## src/rtl/wbu_wb_queue.sv

```systemverilog
// Writeback queue: merges EXU/LSU register writes into an in-order FIFO, retires one per
// cycle to the regfile, and tracks in-flight mul/div destinations for RAW hazard stalls.
module wbu_wb_queue #(
    parameter int DEPTH = 4,
    parameter int XLEN  = 64
) (
    input  logic            clk,
    input  logic            rst_n,
    input  logic            exu_wen,
    input  logic [4:0]      exu_waddr,
    input  logic [XLEN-1:0] exu_wdata,
    input  logic            lsu_wen,
    input  logic [4:0]      lsu_waddr,
    input  logic [XLEN-1:0] lsu_wdata,
    input  logic            mdu_issue,
    input  logic [4:0]      mdu_rd,
    input  logic [4:0]      rs1,
    input  logic [4:0]      rs2,
    output logic            in_ready,
    output logic            rf_wen,
    output logic [4:0]      rf_waddr,
    output logic [XLEN-1:0] rf_wdata,
    output logic            raw_stall
);
    localparam int PW = $clog2(DEPTH);
    localparam int CW = PW + 1;

    logic [4:0]      q_addr [DEPTH];
    logic [XLEN-1:0] q_data [DEPTH];
    logic [PW-1:0]   wr_ptr, rd_ptr, exu_slot;
    logic [CW-1:0]   count, n_enq;
    logic [31:0]     pending, pending_nxt;
    logic            lsu_v, exu_v, enq_l, enq_e, pop;
    logic [DEPTH-1:0] ent_vld, hit1, hit2;
    logic            haz1, haz2;

    assign in_ready = (count <= CW'(DEPTH - 2));
    assign lsu_v    = lsu_wen && (lsu_waddr != 5'd0);
    assign exu_v    = exu_wen && (exu_waddr != 5'd0);
    assign enq_l    = in_ready && lsu_v;
    assign enq_e    = in_ready && exu_v;
    // LSU takes the first slot when both arrive together
    assign exu_slot = wr_ptr + PW'(enq_l);
    assign n_enq    = CW'(enq_l) + CW'(enq_e);
    assign pop      = (count != '0);

    always_ff @(posedge clk) begin
        if (!rst_n) begin
            count    <= '0;
            wr_ptr   <= '0;
            rd_ptr   <= '0;
            rf_wen   <= 1'b0;
            rf_waddr <= '0;
            rf_wdata <= '0;
            pending  <= '0;
        end else begin
            count   <= count + n_enq - CW'(pop);
            wr_ptr  <= wr_ptr + PW'(n_enq);
            rf_wen  <= pop;
            pending <= pending_nxt;
            if (pop) begin
                rf_waddr <= q_addr[rd_ptr];
                rf_wdata <= q_data[rd_ptr];
                rd_ptr   <= rd_ptr + PW'(1);
            end
        end
    end

    // Storage needs no reset: occupancy is tracked by count/rd_ptr alone
    always_ff @(posedge clk) begin
        if (enq_l) begin
            q_addr[wr_ptr] <= lsu_waddr;
            q_data[wr_ptr] <= lsu_wdata;
        end
        if (enq_e) begin
            q_addr[exu_slot] <= exu_waddr;
            q_data[exu_slot] <= exu_wdata;
        end
    end

    // Set after clear so a same-cycle issue to the retiring reg stays pending
    always_comb begin
        pending_nxt = pending;
        if (rf_wen) pending_nxt[rf_waddr] = 1'b0;
        if (mdu_issue && (mdu_rd != 5'd0)) pending_nxt[mdu_rd] = 1'b1;
    end

    for (genvar i = 0; i < DEPTH; i++) begin : g_ent
        logic [PW-1:0] off;
        assign off        = PW'(i) - rd_ptr;
        assign ent_vld[i] = (CW'(off) < count);
        assign hit1[i]    = ent_vld[i] && (q_addr[i] == rs1);
        assign hit2[i]    = ent_vld[i] && (q_addr[i] == rs2);
    end

    assign haz1 = (rs1 != 5'd0) &&
                  (pending[rs1] || (|hit1) || (rf_wen && (rf_waddr == rs1)));
    assign haz2 = (rs2 != 5'd0) &&
                  (pending[rs2] || (|hit2) || (rf_wen && (rf_waddr == rs2)));
    assign raw_stall = haz1 || haz2;

endmodule

```

## config.mk

```make
export PLATFORM = sky130hd
export DESIGN_NAME = wbu_wb_queue
export DESIGN_NICKNAME = d
export VERILOG_FILES = /design/src/rtl/wbu_wb_queue.sv
export SDC_FILE = /design/constraint.sdc
export NUM_CORES = 1
export LEC_CHECK = 0
export ABC_CLOCK_PERIOD_IN_PS = 7000
export CAP_MARGIN = 5
export CORE_ASPECT_RATIO = 2
export CORE_MARGIN = 4
export CORE_UTILIZATION = 40
export CTS_CLUSTER_DIAMETER = 30
export DETAILED_ROUTE_END_ITERATION = 12
export HOLD_SLACK_MARGIN = 0.12
export PLACE_DENSITY = 0.71
export SYNTH_ARGS = -nofsm -noshare
export SYNTH_HDL_FRONTEND = slang
export SYNTH_SLANG_ARGS = --single-unit
```

## constraint.sdc

```tcl
create_clock -name clk -period 7 [get_ports clk]
set_input_delay 1.4 -clock clk [delete_from_list [all_inputs] [get_ports clk]]
set_output_delay 1.4 -clock clk [all_outputs]
set_load 0.02 [all_outputs]
```

==> out/qor.txt, run 1 <==
Grt total ovfl: 0
Yosys cell types: 50
Final non-filler cell area: 23800 um2
Register share of total power: 36.8%
Setup TNS: 0 ns
I/O pin cnt: 230
Root Buffer: clkbuf_16
Drc violations: 0
CTS sink cnt: 384
# rows: 112
Post-cts sizing count: 0
Die height: 316 um
Status: finished, final reports clean
Layout cells sized above 1: 30.3%
Post-synthesis sequential area ratio: 55.2%
Mean area per synthesized cell: 14.2 um2
Longest Clk Path Bufs: 3
Vias in the first global route: 13100
H-tree Lvls: 2
Total power: 10400 uW
Number of routed nets with antenna violations: 0
Final worst-path cycle share: 83.1%
Hold WS: 0.463 ns
Fmax: 0.172 GHz
Netlist Area Pre-Place: 18900 um2
Post-synth top area share: 43.7%
# setup viols final: 0
Most frequent cells in the layout: edfxtp_1, mux2_2, clkdlybuf4s50_1
Worst skew pair latency: 0.58 ns
Routed WL: 53200 um
Synth area leaders: edfxtp_1, mux2_2, dfxtp_1
WL per Instance: 23.8 um
Worst min-delay path class: reg -> reg
Rel. slew slack: 26.6%
Ys Warns: 0
Total CTS buffers: 54
Starting DRT DRC Count: 768
Largest net degree at the start of global routing: 109
Dominant synthesized flop cell: edfxtp_1
Final net count: 1715
Clock Pin Slew Worst Setup and Hold Paths: 0.06 ns
Antenna violations before repair: 13
Power Internal: 6850 uW
CTS tree: done
Number of synthesized register bits: 384
Synth area leader: edfxtp_1
Clock power frac: 27.0%
CP max FO: 15
Net Sw Frac: 33.9%
Pins Over Slew Limit: 0
Sw Pwr: 3520 uW
GPL Wtd Cong: 0.916
DRT Pass-1 Iters: 5
Vias per Instance: 5.40
PD cells: 436 nW/um2
Final hold vios: 0
Cts hold-fix bufs: 0
Clock skew: 0.0118 ns
Global-route wire length before repair: 79300 um
Crit Path Category: in -> out
Crit path time final: 5.81 ns
Dpl cell area: 21900 um2
Req. time, crit path: 5.60 ns
Leakage: 0.00801 uW
Syn Inst Count: 1336
Async set or reset register ratio after synthesis: 0%
Post-synth EDFFs: 276
Area of the die: 51100 um2
Final HPWL DP: 34700 um
Type of destination of the critical path: output pin
Worst-margin pin slew: 1.10 ns
# Post-CTS Setup Buffers: 0
Initial Util: 40.5%
Max_cap viols: 0
Core footprint: 46800 um2
RSZ-0062 raised after global routing: false
GRT Util Overall: 20.5%
Fill count: 4049
Die width: 162 um
Commonest non-fill, non-tap cell in the layout: edfxtp_1
Vias: 12000
Post-Syn Nets: 1505
Area growth, synth to finish: 25.5%
Comb pwr share: 36.2%
Startpoint Class: input port
Worst Path Arrival: 4.41 ns
VDD IR max: 0.239 mV
Port Buffers: 229
==> stage by stage <==
step,utilization [%],setup slack [ns],cells
2_1_floorplan,-,0.541,1336
3_3_place_gp,46.7,1.24,2117
3_5_place_dp,46.7,1.16,2117
4_1_cts,50.7,1.15,2218
5_1_grt,50.8,1.05,2228
6_report,50.8,1.19,2231
==> cell usage after synthesis, types with 7 or more instances <==
cell type	n
mux2_2	249
xnor2_1	26
inv_1	12
buf_2	32
nand2_1	178
xor2_1	31
nor3_1	12
nor2_1	7
dfxtp_1	108
ha_1	10
o21ai_0	37
edfxtp_1	276
mux2_1	7
mux2_4	20
a21boi_0	101
buf_4	7
clkbuf_1	44
nand4_1	10
mux2i_1	8
mux4_2	82
==> worst paths after layout <==
check	startpoint	end	slack, ns	depth (start not counted)
worst max-delay path	rs1[0]	raw_stall	1.19	6
worst min-delay path	rf_wdata[25]$_SDFFE_PN0P_	rf_wdata[25]$_SDFFE_PN0P_	0.46	2
worst max register to register	count[2]$_SDFF_PN0_	q_data[3][52]$_DFFE_PP_	3.33	9
worst min register to register	rf_wdata[25]$_SDFFE_PN0P_	rf_wdata[25]$_SDFFE_PN0P_	0.46	2
==> layout make-up <==
class	count	area, um2	area share, %
Clock inverter	41	443	1.86
Antenna cell	13	32.5	0.137
Tap cell	627	785	3.30
Timing Repair Buffer	245	2480	10.5
Inverter	13	48.8	0.205
Sequential cell	384	10500	44.0
Multi-Input combinational cell	848	8090	34.0
Clock buffer	60	1440	6.04
==> critical path, cell delays in order <==
cell             delay [ns]
clkdlybuf4s50_1        1.07
mux4_2                 0.61
mux4_2                 0.51
a21oi_1                0.16
nand4b_1               0.10
clkdlybuf4s50_1        0.56
==> flip-flops by register name, indices dropped and copies added (netlist names) <==
| register | cells |
|---|---|
| count | 3 |
| q_data | 256 |
| rf_wdata | 64 |
| rd_ptr | 2 |
| rf_wen | 1 |
| wr_ptr | 2 |
| rf_waddr | 5 |
| pending | 31 |
| q_addr | 20 |
==> power by group through the flow <==
stage | logic (uW) | clock network, uW | registers (uW)
3_5_place_dp | 3820 | 0 | 3870
6_report | 3750 | 2800 | 3810
3_3_place_gp | 3790 | 0 | 3830
4_1_cts | 3840 | 2850 | 3830
5_1_grt | 4040 | 2950 | 3890
2_1_floorplan | 2250 | 0 | 3960
==> metal layers <==
layer	track usage [%]	up-vias	wire [um]
met1	21.4	6106	19000
met5	0	-	0
met4	11.2	0	2480
met3	3.70	111	2370
li1	-	5496	-
met2	38.3	325	29300
==> cells by family (layout without fill, tap and decap cells) <==
family          Yosys count  count (layout)  share of synthesized area, %
other cells               0              13                             0
xor+xnor                 57              57                          2.64
buf+inv                 104             359                          2.57
flops                   384             384                          55.2
mux                     366             366                          27.0
compound gates          158             158                          5.79
simple gates            256             256                          6.11
fa+ha+maj                11              11                         0.766
Power figures use the tool's default switching activity.
==> run 2: changes to the inputs <==
Settings changed: ABC_CLOCK_PERIOD_IN_PS 7000 to 5560, PLACE_DENSITY 0.71 to 0.69.
Clock period 7 ns to 5.56 ns, I/O delays scaled along.
==> run 2 against run 1 <==
Compared with the run above:
- sequential power grew 26%
- design area grew 0.83%
- largest power group unchanged
- global-route usage grew 0.71 points
- wire length grew 2.2%
- largest cell class unchanged
- die area is the same
- utilization grew 0.42 points
- combinational power grew 28%
- register-to-register slack lost 0.78 ns
==> out/qor.txt, run 2 (synthesis results as in run 1) <==
Vias per Instance: 5.44
Status: finished, final reports clean
Grt total ovfl: 0
Worst skew pair latency: 0.58 ns
Type of destination of the critical path: output pin
CTS sink cnt: 384
Hold Path Origin: rf_wdata[55]$_SDFFE_PN0P_
Total power: 13200 uW
Net Sw Frac: 34.4%
Routed WL: 54300 um
Worst min-delay path class: reg -> reg
Antenna violations before repair: 7
Worst-margin pin slew: 1.08 ns
Largest register FFs: 256
Largest net degree at the start of global routing: 73
Die width: 162 um
I/O pin cnt: 230
CP max FO: 11
Biggest regs: q_data (256), rf_wdata (64), pending (31)
Commonest non-fill, non-tap cell in the layout: edfxtp_1
Drc violations: 0
Power Internal: 8680 uW
Die height: 316 um
Sw Pwr: 4550 uW
DRT Pass-1 Iters: 4
Initial Util: 40.5%
Layout cells sized above 1: 31.1%
Total CTS buffers: 58
Vias: 12200
Slowest CP cell: clkdlybuf4s50_1
Fill count: 4083
CP max stage delay: 0.66 ns
Cts hold-fix bufs: 0
Placed cell count: 2128
Starting DRT DRC Count: 694
Max_cap viols: 0
Final Non-Filler Cells: 2243
Setup TNS: 0 ns
Clock skew: 0.0224 ns
Hold WS: 0.462 ns
RSZ-0062 raised after global routing: false
Port Buffers: 229
Final HPWL DP: 34800 um
Crit path buf inv count: 3
Vias in the first global route: 13600
Rel. slew slack: 27.8%
Register share of total power: 36.2%
# setup viols final: 0
Root Buffer: clkbuf_16
Number of routed nets with antenna violations: 0
Final net count: 1730
CTS tree: done
# Post-CTS Setup Buffers: 0
# rows: 112
Req. time, crit path: 4.45 ns
Worst Path Arrival: 3.68 ns
Fmax: 0.209 GHz
Area growth, synth to finish: 26.5%
Final worst-path cycle share: 86.2%
Clock power frac: 27.6%
Cell repeated most along the worst path: clkdlybuf4s50_1
Top Family by Delay on Critical Path: buffers and inverters
VDD IR max: 0.329 mV
Longest Clk Path Bufs: 3
Global-route wire length before repair: 82000 um
Clock Pin Slew Worst Setup and Hold Paths: 0.06 ns
H-tree Lvls: 2
Final hold vios: 0
Area of the die: 51100 um2
PD cells: 552 nW/um2
Core footprint: 46800 um2
GPL Wtd Cong: 0.955
Crit Path Category: in -> out
GRT Util Overall: 21.2%
CP cell instances: clkdlybuf4s50_1 > buf_4 > mux4_2 > mux2i_1 > o32a_1 > nand4_1 > nand4b_1 > clkdlybuf4s50_1
Crit path time final: 4.79 ns
Startpoint Class: input port
WL per Instance: 24.2 um
Post-cts sizing count: 0
Leakage: 0.00813 uW
Pins Over Slew Limit: 0
Most frequent cells in the layout: edfxtp_1, mux2_2, clkdlybuf4s50_1
Comb pwr share: 36.2%
R2R Path Start: count[0]$_SDFF_PN0_
Top reg by flops: q_data
CP startpoint: rs1[0]
run 2: cell count changes in the layout (fill, tap and decap cells not counted), moves of 4 or more:
cell and change:
inv_6 +5, diode_2 -7, clkbuf_16 +4, buf_4 +9
run 2: final cells by class:
cell class,instances,area [um2],area share (%)
Antenna cell,6,15.0,0.0626
Clock buffer,64,1520,6.32
Clock inverter,45,469,1.96
Inverter,13,48.8,0.204
Multi-Input combinational cell,848,8090,33.7
Sequential cell,384,10500,43.6
Tap cell,627,785,3.27
Timing Repair Buffer,256,2590,10.8
run 2: worst reg2reg max path: stages, from the launching register on:
cell	delay, ns
dfxtp_1	0.37
a21oi_1	0.39
o311a_1	0.34
ha_1	0.19
xnor2_1	0.16
nand2b_4	0.22
inv_1	0.10
nand2_4	0.09
o21ai_4	0.10
buf_4	0.63
run 2: power by group through the flow:
stage	logic (uW)	clock network (uW)	registers, uW
after global routing	5160	3860	4890
after detailed placement	4880	0	4860
after global placement	4850	0	4810
after CTS	4900	3730	4810
after floorplan	2840	0	4960
final	4790	3660	4790
run 2: final timing paths:
check | cells past startpoint | slack (ns) | endpoint
hold reg to reg | 2 | 0.46 | rf_wdata[55]$_SDFFE_PN0P_
setup reg to reg | 9 | 2.55 | q_data[3][40]$_DFFE_PP_
setup / recovery | 8 | 0.77 | raw_stall
hold / removal | 2 | 0.46 | rf_wdata[55]$_SDFFE_PN0P_
run 2: stage by stage:
step           cell area [um2]  setup WS [ns]  utilization, %
3_3_place_gp             22000          0.724            46.9
5_1_grt                  24000          0.587            51.2
4_1_cts                  24000          0.736            51.2
2_1_floorplan            19000          0.259               -
3_5_place_dp             22000          0.740            46.9
6_report                 24000          0.765            51.2
run 2: routing by layer:
| layer | routed length (um) | share of wire, % | global-route usage (%) |
|---|---|---|---|
| met5 | 13 | 0.024 | 0 |
| met4 | 2720 | 5.0 | 10.3 |
| met3 | 2680 | 4.9 | 3.95 |
| met2 | 30100 | 55 | 41.0 |
| met1 | 18800 | 35 | 21.4 |
==> run 3: changes to the inputs <==
Settings changed: ABC_CLOCK_PERIOD_IN_PS 5560 to default, GPL_TIMING_DRIVEN from default to 1.
==> results of run 3 <==
No change in the layout: final DEF, timing and power equal those of run 2.
